File: src/rtl/three_input_share_gen.sv
// Splits plain bits a/b/c into Boolean share pairs and supplies a fresh random bit rN,
// with all randomness drawn from an internal 16-bit Galois LFSR.
module three_input_share_gen #(
  parameter logic [15:0] SEED            = 16'hACE1,
  parameter int unsigned RESEED_INTERVAL = 1024
) (
  input  logic        clk,
  input  logic        rst,
  input  logic        in_valid,
  output logic        in_ready,
  input  logic        in_a,
  input  logic        in_b,
  input  logic        in_c,
  input  logic        seed_load,
  input  logic [15:0] seed_val,
  output logic        out_valid,
  input  logic        out_ready,
  output logic        A0,
  output logic        A1,
  output logic        B0,
  output logic        B1,
  output logic        C0,
  output logic        C1,
  output logic        rN,
  output logic        reseed_req,
  output logic [15:0] tx_count
);

  localparam logic [15:0] POLY     = 16'hB400;
  localparam logic [15:0] INTERVAL = 16'(RESEED_INTERVAL);

  logic [15:0] lfsr;
  logic [15:0] lfsr_adv;
  logic [15:0] lfsr_next;
  logic [15:0] tx_inc;
  logic        accept;

  function automatic logic [15:0] lfsr_step(input logic [15:0] s);
    return s[0] ? ((s >> 1) ^ POLY) : (s >> 1);
  endfunction

  // Four serial steps per accept; the low poly nibble is zero so bits 3:0 are all fresh.
  always_comb lfsr_adv = lfsr_step(lfsr_step(lfsr_step(lfsr_step(lfsr))));

  assign in_ready = !out_valid || out_ready;
  assign accept   = in_valid && in_ready;

  always_comb begin
    lfsr_next = lfsr;
    if (accept)
      lfsr_next = lfsr_adv;
    if (seed_load)
      lfsr_next = (seed_val == '0) ? SEED : seed_val;
  end

  always_comb tx_inc = (tx_count == '1) ? tx_count : tx_count + 16'd1;

  always_ff @(posedge clk or posedge rst) begin
    if (rst) begin
      lfsr       <= SEED;
      tx_count   <= '0;
      reseed_req <= 1'b0;
    end else begin
      lfsr <= lfsr_next;
      if (seed_load) begin
        tx_count   <= '0;
        reseed_req <= 1'b0;
      end else if (accept) begin
        tx_count <= tx_inc;
        if (tx_inc == INTERVAL)
          reseed_req <= 1'b1;
      end
    end
  end

  always_ff @(posedge clk or posedge rst) begin
    if (rst) begin
      out_valid <= 1'b0;
      A0 <= 1'b0;
      A1 <= 1'b0;
      B0 <= 1'b0;
      B1 <= 1'b0;
      C0 <= 1'b0;
      C1 <= 1'b0;
      rN <= 1'b0;
    end else if (accept) begin
      out_valid <= 1'b1;
      A0 <= in_a ^ lfsr[0];
      A1 <= lfsr[0];
      B0 <= in_b ^ lfsr[1];
      B1 <= lfsr[1];
      C0 <= in_c ^ lfsr[2];
      C1 <= lfsr[2];
      rN <= lfsr[3];
    end else if (out_ready) begin
      out_valid <= 1'b0;
    end
  end

endmodule

File: config.mk
export PLATFORM = sky130hd
export DESIGN_NAME = three_input_share_gen
export DESIGN_NICKNAME = d
export VERILOG_FILES = /design/src/rtl/three_input_share_gen.sv
export SDC_FILE = /design/constraint.sdc
export NUM_CORES = 1
export LEC_CHECK = 0
export ABC_AREA = 1
export BUFFER_PORTS_ARGS = -buffer_cell sky130_fd_sc_hd__buf_2
export CORE_MARGIN = 2
export CORE_UTILIZATION = 55
export DETAILED_ROUTE_END_ITERATION = 10
export PLACE_DENSITY = 0.87
export SYNTH_ARGS = -nofsm -noshare
export SYNTH_HDL_FRONTEND = slang
export SYNTH_SLANG_ARGS = --single-unit
File: constraint.sdc
create_clock -name clk -period 4.9 [get_ports clk]
set_input_delay 0.735 -clock clk [delete_from_list [all_inputs] [get_ports clk]]
set_output_delay 0.735 -clock clk [all_outputs]
set_load 0.02 [all_outputs]
# After elaboration in Yosys (flattened, before gate mapping)
# Cells that the tools add are included.
# W data, S select, Z words.
# totals
output_inout_bits,26
register_bits,41
# op_classes
addsub,1
bitwise_logic,7
n_eq_ne,2
n_reduce_logical,8
mux,15
# ops
operator,count
$mux W16,10
$add A16 B1 Y16 const B,1
$eq A16 B11 Y1 const B,1
$eq A16 B16 Y1 const B,1
$logic_not A16 Y1,1
$not A3 Y4,4
$reduce_bool A2 Y1,3
$mux W1,5
$xor A1 B1 Y1,3
$reduce_and A2 Y1,1
$logic_and A1 B1 Y1,1
$logic_not A1 Y1,1
$logic_or A1 B1 Y1,1

# Logic depth before layout (Yosys ltp)
# Gate-level depths: netlist of the first run.
# depth
ltp_word,10
depth_mapped,12
depth_no_buf,12

# Worst setup path after synthesis of the first run
# Ideal clock, no wire load.
# synth_path
path_kind,input-to-reg
start,input port out_ready
end,register lfsr[9]
arrival_ps,1749
t_required_ps,4777
stages,9
path_buffers,1
slack_ps,3029
cell_sequence,inv_1 > nand2_1 > nand2_1 > buf_2 > nor2_1 > inv_1 > a21oi_1 > o21ai_0 > o221a_2
# synth_via
elab_chain_cells,3
# synth_lines
item,line_no,text
from (decl),17,"input logic out_ready,"
$logic_or A1 B1 Y1,45,assign in_ready = !out_valid || out_ready;
via in_ready,10,"output logic in_ready,"
$logic_and A1 B1 Y1,46,assign accept = in_valid && in_ready;
$reduce_bool A2 Y1 (no source line),--,
to (signal assigned),64,lfsr <= lfsr_next;
to (decl),32,logic [15:0] lfsr;
# The timed path passes the listed nets, and every way through them passes these cells.
# A chain may end at the register's enable or synchronous reset.

# Worst setup path after layout of the first run
# layout_path
start,input port out_ready
end,register lfsr[9]
# layout_via
elab_chain_cells,3
# layout_lines
item,line_no
$logic_or A1 B1 Y1,45
$logic_and A1 B1 Y1,46
$reduce_bool A2 Y1 (no source line),--
# No other way between the ends.

==> run summary, run 1 <==
Final worst slack - 2.17 ns
Max-Cap Viols - 0
Cts hold-fix bufs - 0
Largest net degree at the start of global routing - 42
FF/Latch Area - 1040 um2
Overall Power - 889 uW
Fraction of layout cells with a size suffix above 1 - 25.9%
Die area - 4910 um2
FP Rows - 24
CTS clk-pin slew, worst paths - 0.08 ns
Post-synthesis sequential area ratio - 43.1%
Number of gates resized after CTS - 0
Number of flops mapped to enable cells by yosys - 0
TritonCTS buffer count - 5
Hpwl dp - 4320 um
Busiest grt layer - met2
Crit path capture type - flop
Worst slack, placed - 1.84 ns
DRC - 0
Final setup viols - 0
Met1 Usage GRT - 37.4%
Period utilisation layout - 55.8%
CP max FO - 23
Worst Setup Start Kind - primary input
Achievable Freq - 0.366 GHz
Core footprint - 4290 um2
Slew headroom - 46.2%
Routed via count - 2,335
Worst IR drop on VDD - 0.320 mV
N_diodes - 0
Num Clock Sinks - 41
Cell count after synthesis - 312
Global-route wire length before repair - 10,100 um
M3 GR Usage - 4.04%
Count of unique library cells instantiated by Yosys - 34
Min cycle time layout - 2.73 ns
Vias per std cell - 5.68
Synth-to-Final Area Change - 16.8%
Final non-filler cell total - 411
Number of global-route vias before repair - 2,175
Grt ovf - 0
RSZ-0062 raised after global routing - false
Critical Path RT - 5.09 ns
Initial cell density of the core - 55.9%
Hold slack final - 0.476 ns
Setup bufs post-CTS - 0
Max H-tree Level - 2
Top post-synthesis cells by area - dfrtp_1, nand2_1, dfstp_2
Ys flop type - dfrtp_1
Syn Area/Cell - 7.70 um2
Setup TNS - 0 ns
Commonest non-fill, non-tap cell in the layout - nand2_1
I/O Buffers - 49
CTS tree - yes
Drt wl/cell - 14.7 um
GPL Wtd Cong - 0.904
Die W - 70.1 um
Seq cells post-synth - 41
Fill cells - 380
HP Class - flop to flop
Post-route ant nets - 0
Ports - 50
Initial antenna violation count - 0
Top cell type's share of synthesized area - 34.4%
Crit Path Category - primary input to flop
Pwr per Cell Area - 317 nW/um2
Post-Place Cells - 403
Cell Area, Synth - 2400 um2
CTS root buf - clkbuf_8
Commonest non-fill, non-tap cells in the layout - nand2_1, buf_2, dfrtp_1, o21ai_0, nor2_1
Final Skew - 0.00875 ns
FFs w/ async S/R, synth - 100%
Largest area contributor in the netlist - dfrtp_1
Hold Violations, Final - 0
Clock Latency Late Sink - 0.30 ns
Multi-input gate area - 1220 um2
Fin nets - 383
Ys Warns - 0
Initial DRT Pass Iterations - 5
Leak - 1.30 nW
GRT met2 Usage - 39.3%
Die height - 70.1 um
Syn_nets - 337
Max clock buf depth - 2
CP arrival - 2.93 ns
DR iter-0 viols - 202
Status - finished clean
Post-Route WL - 6040 um
GRT Total Usage - 25.6%
Worst-Margin Slew - 0.804 ns
Max-slew violations - 0
[per-layer routing]
layer,share of wire [%],wire length [um]
met2,45,2720
met4,1.7,100
met1,46,2760
met3,7.5,453
met5,0,0
[through the flow]
step                      util (%)  instance area, um2
final                         65.3                2810
after CTS                     65.3                2810
after floorplan                  -                2400
after detailed placement      62.1                2670
after global placement        62.1                2670
after global routing          65.3                2810
[cell usage after synthesis, drive strengths merged, types with 4 or more instances]
cell type	count
o22ai	4
clkbuf	4
o21ai	35
inv	25
nand4	7
nand3	20
xnor2	6
dfrtp	33
a21oi	4
nand2	86
buf	7
xor2	8
nor2	43
dfstp	8
[path summary, 6_finish.rpt]
| kind | from | to | slack (ns) | depth (start not counted) |
|---|---|---|---|---|
| min | lfsr[5] | lfsr[5] | 0.48 | 2 |
| max in group asynchronous | rst | lfsr[13] | 3.97 | 3 |
| min reg2reg | lfsr[5] | lfsr[5] | 0.48 | 2 |
| max | out_ready | lfsr[9] | 2.17 | 8 |
| min in group asynchronous | rst | tx_count[13] | 0.54 | 3 |
| max reg2reg | out_valid | lfsr[9] | 2.36 | 6 |
[final cells by class]
| class | count | area share [%] |
|---|---|---|
| Inverter | 26 | 3.48 |
| Tap cell | 52 | 2.32 |
| Clock buffer | 5 | 2.45 |
| Sequential cell | 41 | 36.9 |
| Clock inverter | 3 | 2.45 |
| Timing Repair Buffer | 50 | 9.01 |
| Multi-Input combinational cell | 234 | 43.4 |
[flip-flops by register name, indices dropped and copies added (netlist names)]
signal	cells
out_valid	1
reseed_req	1
B0	1
C0	1
C1	1
rN	1
A1	1
lfsr	16
tx_count	16
B1	1
A0	1
[kinds of logic (layout without fill, tap and decap cells)]
kind of cell | after synthesis | count (layout) | share of synthesized area [%]
flip-flops | 41 | 41 | 43.1
XOR/XNOR | 14 | 14 | 5.10
AND/OR/NAND/NOR | 161 | 161 | 30.5
adder cells (fa/ha/maj) | 1 | 1 | 0.521
buffers and inverters | 37 | 84 | 6.25
AO/OA/AOI/OAI | 58 | 58 | 14.5
[critical path, cell delays in order]
cell and delay, ns:
buf_2 0.09, inv_1 0.04, nand2_1 0.06, nand2_1 0.41
inv_1 0.22, nor2_2 0.47, inv_1 0.48, o221a_2 0.40
[report_power, final]
group,switching [mW],internal [mW],total [mW]
clock network,0.128,0.205,0.334
registers,0.0281,0.379,0.407
logic,0.0938,0.0550,0.149
(Power assumes the default switching activity.)
==> inputs of run 2 (changes only) <==
--- a/config.mk
+++ b/config.mk
@@ -8,9 +8,9 @@
 export ABC_AREA = 1
 export BUFFER_PORTS_ARGS = -buffer_cell sky130_fd_sc_hd__buf_2
 export CORE_MARGIN = 2
-export CORE_UTILIZATION = 55
+export CORE_UTILIZATION = 49
 export DETAILED_ROUTE_END_ITERATION = 10
-export PLACE_DENSITY = 0.87
+export PLACE_DENSITY = 0.83
 export SYNTH_ARGS = -nofsm -noshare
 export SYNTH_HDL_FRONTEND = slang
 export SYNTH_SLANG_ARGS = --single-unit
==> constraint.sdc (replaced) <==
create_clock -name clk -period 2.19 [get_ports clk]
set_input_delay 0.3285 -clock clk [delete_from_list [all_inputs] [get_ports clk]]
set_output_delay 0.3285 -clock clk [all_outputs]
set_load 0.02 [all_outputs]
==> run 2 against run 1 <==
  * Critical path depth up 1
  * Sequential share of layout area shrank 0.50 points
  * Global-route usage is 0.76 points lower
  * Utilization fell by 5.1 points
  * Non-clock buffer count is 5 higher
  * Via count rose by 3.9%
  * Critical endpoint is now reseed_req
  * Highest routed layer unchanged
==> run summary, run 2 (synthesis results as in run 1) <==
Initial cell density of the core - 50.9%
Worst-Margin Slew - 0.507 ns
FP Rows - 25
Fraction of layout cells with a size suffix above 1 - 26.9%
Worst Setup Start Kind - flop
Largest net degree at the start of global routing - 42
DRC - 0
Max H-tree Level - 2
Post-Place Cells - 423
Commonest non-fill, non-tap cell in the layout - nand2_1
Number of global-route vias before repair - 2,139
Worst IR drop on VDD - 0.243 mV
CP max FO - 7
Status - finished clean
Cell Area, Placed - 2720 um2
Final Skew - 0.0121 ns
Die height - 74.0 um
Initial DRT Pass Iterations - 5
Critical path, cell by cell - ha_1, nand2_2, nor2_4, nand4_2, nand2_1, nand3_1, nor2_1, nand2_1, a21oi_2
Cts hold-fix bufs - 0
Setup bufs post-CTS - 0
CTS tree - yes
RSZ-0062 raised after global routing - false
Routed via count - 2,425
CP arrival - 2.19 ns
Setup TNS - 0 ns
Clock Latency Late Sink - 0.30 ns
CTS clk-pin slew, worst paths - 0.09 ns
I/O Buffers - 49
Worst slack, placed - 0.326 ns
Commonest non-fill, non-tap cells in the layout - nand2_1, buf_2, dfrtp_1, o21ai_0, nor2_1
HP Class - primary input to async pin
Final non-filler cell total - 431
Final setup viols - 0
Period utilisation layout - 89.4%
Worst path max stage delay - 0.50 ns
Die W - 74.0 um
TritonCTS buffer count - 5
Ports - 50
Max-Cap Viols - 0
Crit Path Category - flop to flop
Leak - 1.31 nW
Crit path capture type - flop
Slowest-stage cell, CP - dfrtp_1
Max clock buf depth - 2
Die area - 5480 um2
Initial antenna violation count - 0
Min cycle time layout - 1.96 ns
Number of gates resized after CTS - 0
Post-Route WL - 6460 um
CTS root buf - clkbuf_8
Global-route wire length before repair - 10,400 um
GRT Total Usage - 24.8%
Pwr per Cell Area - 668 nW/um2
Overall Power - 1.90 mW
Critical Path RT - 2.43 ns
FF/Latch Area - 1040 um2
Multi-input gate area - 1220 um2
GPL Wtd Cong - 0.989
DR iter-0 viols - 223
N_diodes - 0
Fin nets - 388
Final instance area - 2840 um2
Fill cells - 406
Final worst slack - 0.233 ns
Vias per std cell - 5.63
Hpwl dp - 4640 um
Num Clock Sinks - 41
Achievable Freq - 0.511 GHz
Most used cell, CP - nand2_1
Post-route ant nets - 0
Top Registers - lfsr (16), tx_count (16)
Slew headroom - 66.2%
Core footprint - 4720 um2
Hold Violations, Final - 0
Grt ovf - 0
Drt wl/cell - 15.0 um
Max-slew violations - 0
Synth-to-Final Area Change - 18.4%
-- run 2: changes by cell type in the layout (fill, tap and decap cells not counted) --
cell | before | now
buf_4 | 1 | 6
bufinv_16 | 2 | 1
clkbuf_8 | 5 | 6
clkinvlp_4 | 0 | 1
inv_6 | 1 | 0
-- run 2: routing by layer --
metal	up-vias	wire length [um]	GRT usage (%)
met4	0	189	12.1
met2	144	2920	35.4
met3	21	649	5.56
li1	1134	-	-
met1	1126	2700	35.7
met5	-	0	0
-- run 2: worst max-delay path: cells and delay by family (launching register included) --
family          cells  cell delay (ns)
simple gates        7             0.95
flops               1             0.50
fa+ha+maj           1             0.33
compound gates      1             0.11
-- run 2: where the power goes --
group / internal (mW) / switching (mW) / leakage (nW)
Sequential: 0.847 / 0.0609 / 0.511
Combinational: 0.131 / 0.210 / 0.744
Clock: 0.371 / 0.280 / 0.0574
-- run 2: per-stage QoR --
step                      util, %  hold slack [ns]
after floorplan                 -            0.446
after global placement       57.7            0.457
after detailed placement     57.7            0.461
after CTS                    60.2            0.173
after global routing         60.2            0.209
final                        60.2            0.140
-- run 2: final cells by class --
class / count / area share (%)
timing repair buffer: 55 / 10.2
clock inverter: 2 / 1.32
clock buffer: 6 / 2.90
inverter: 26 / 3.43
sequential: 41 / 36.4
multi-input combinational: 234 / 42.8
tap: 67 / 2.95
-- run 2: final timing paths --
path	start	endpoint	slack [ns]	cells after the start
setup / recovery	tx_count[0]	reseed_req	0.23	9
hold / removal	rst	tx_count[14]	0.14	3
setup reg to reg	tx_count[0]	reseed_req	0.23	9
hold reg to reg	rN	rN	0.48	2
max in group asynchronous	rst	lfsr[6]	1.67	3
min in group clk	seed_val[4]	lfsr[4]	0.28	3
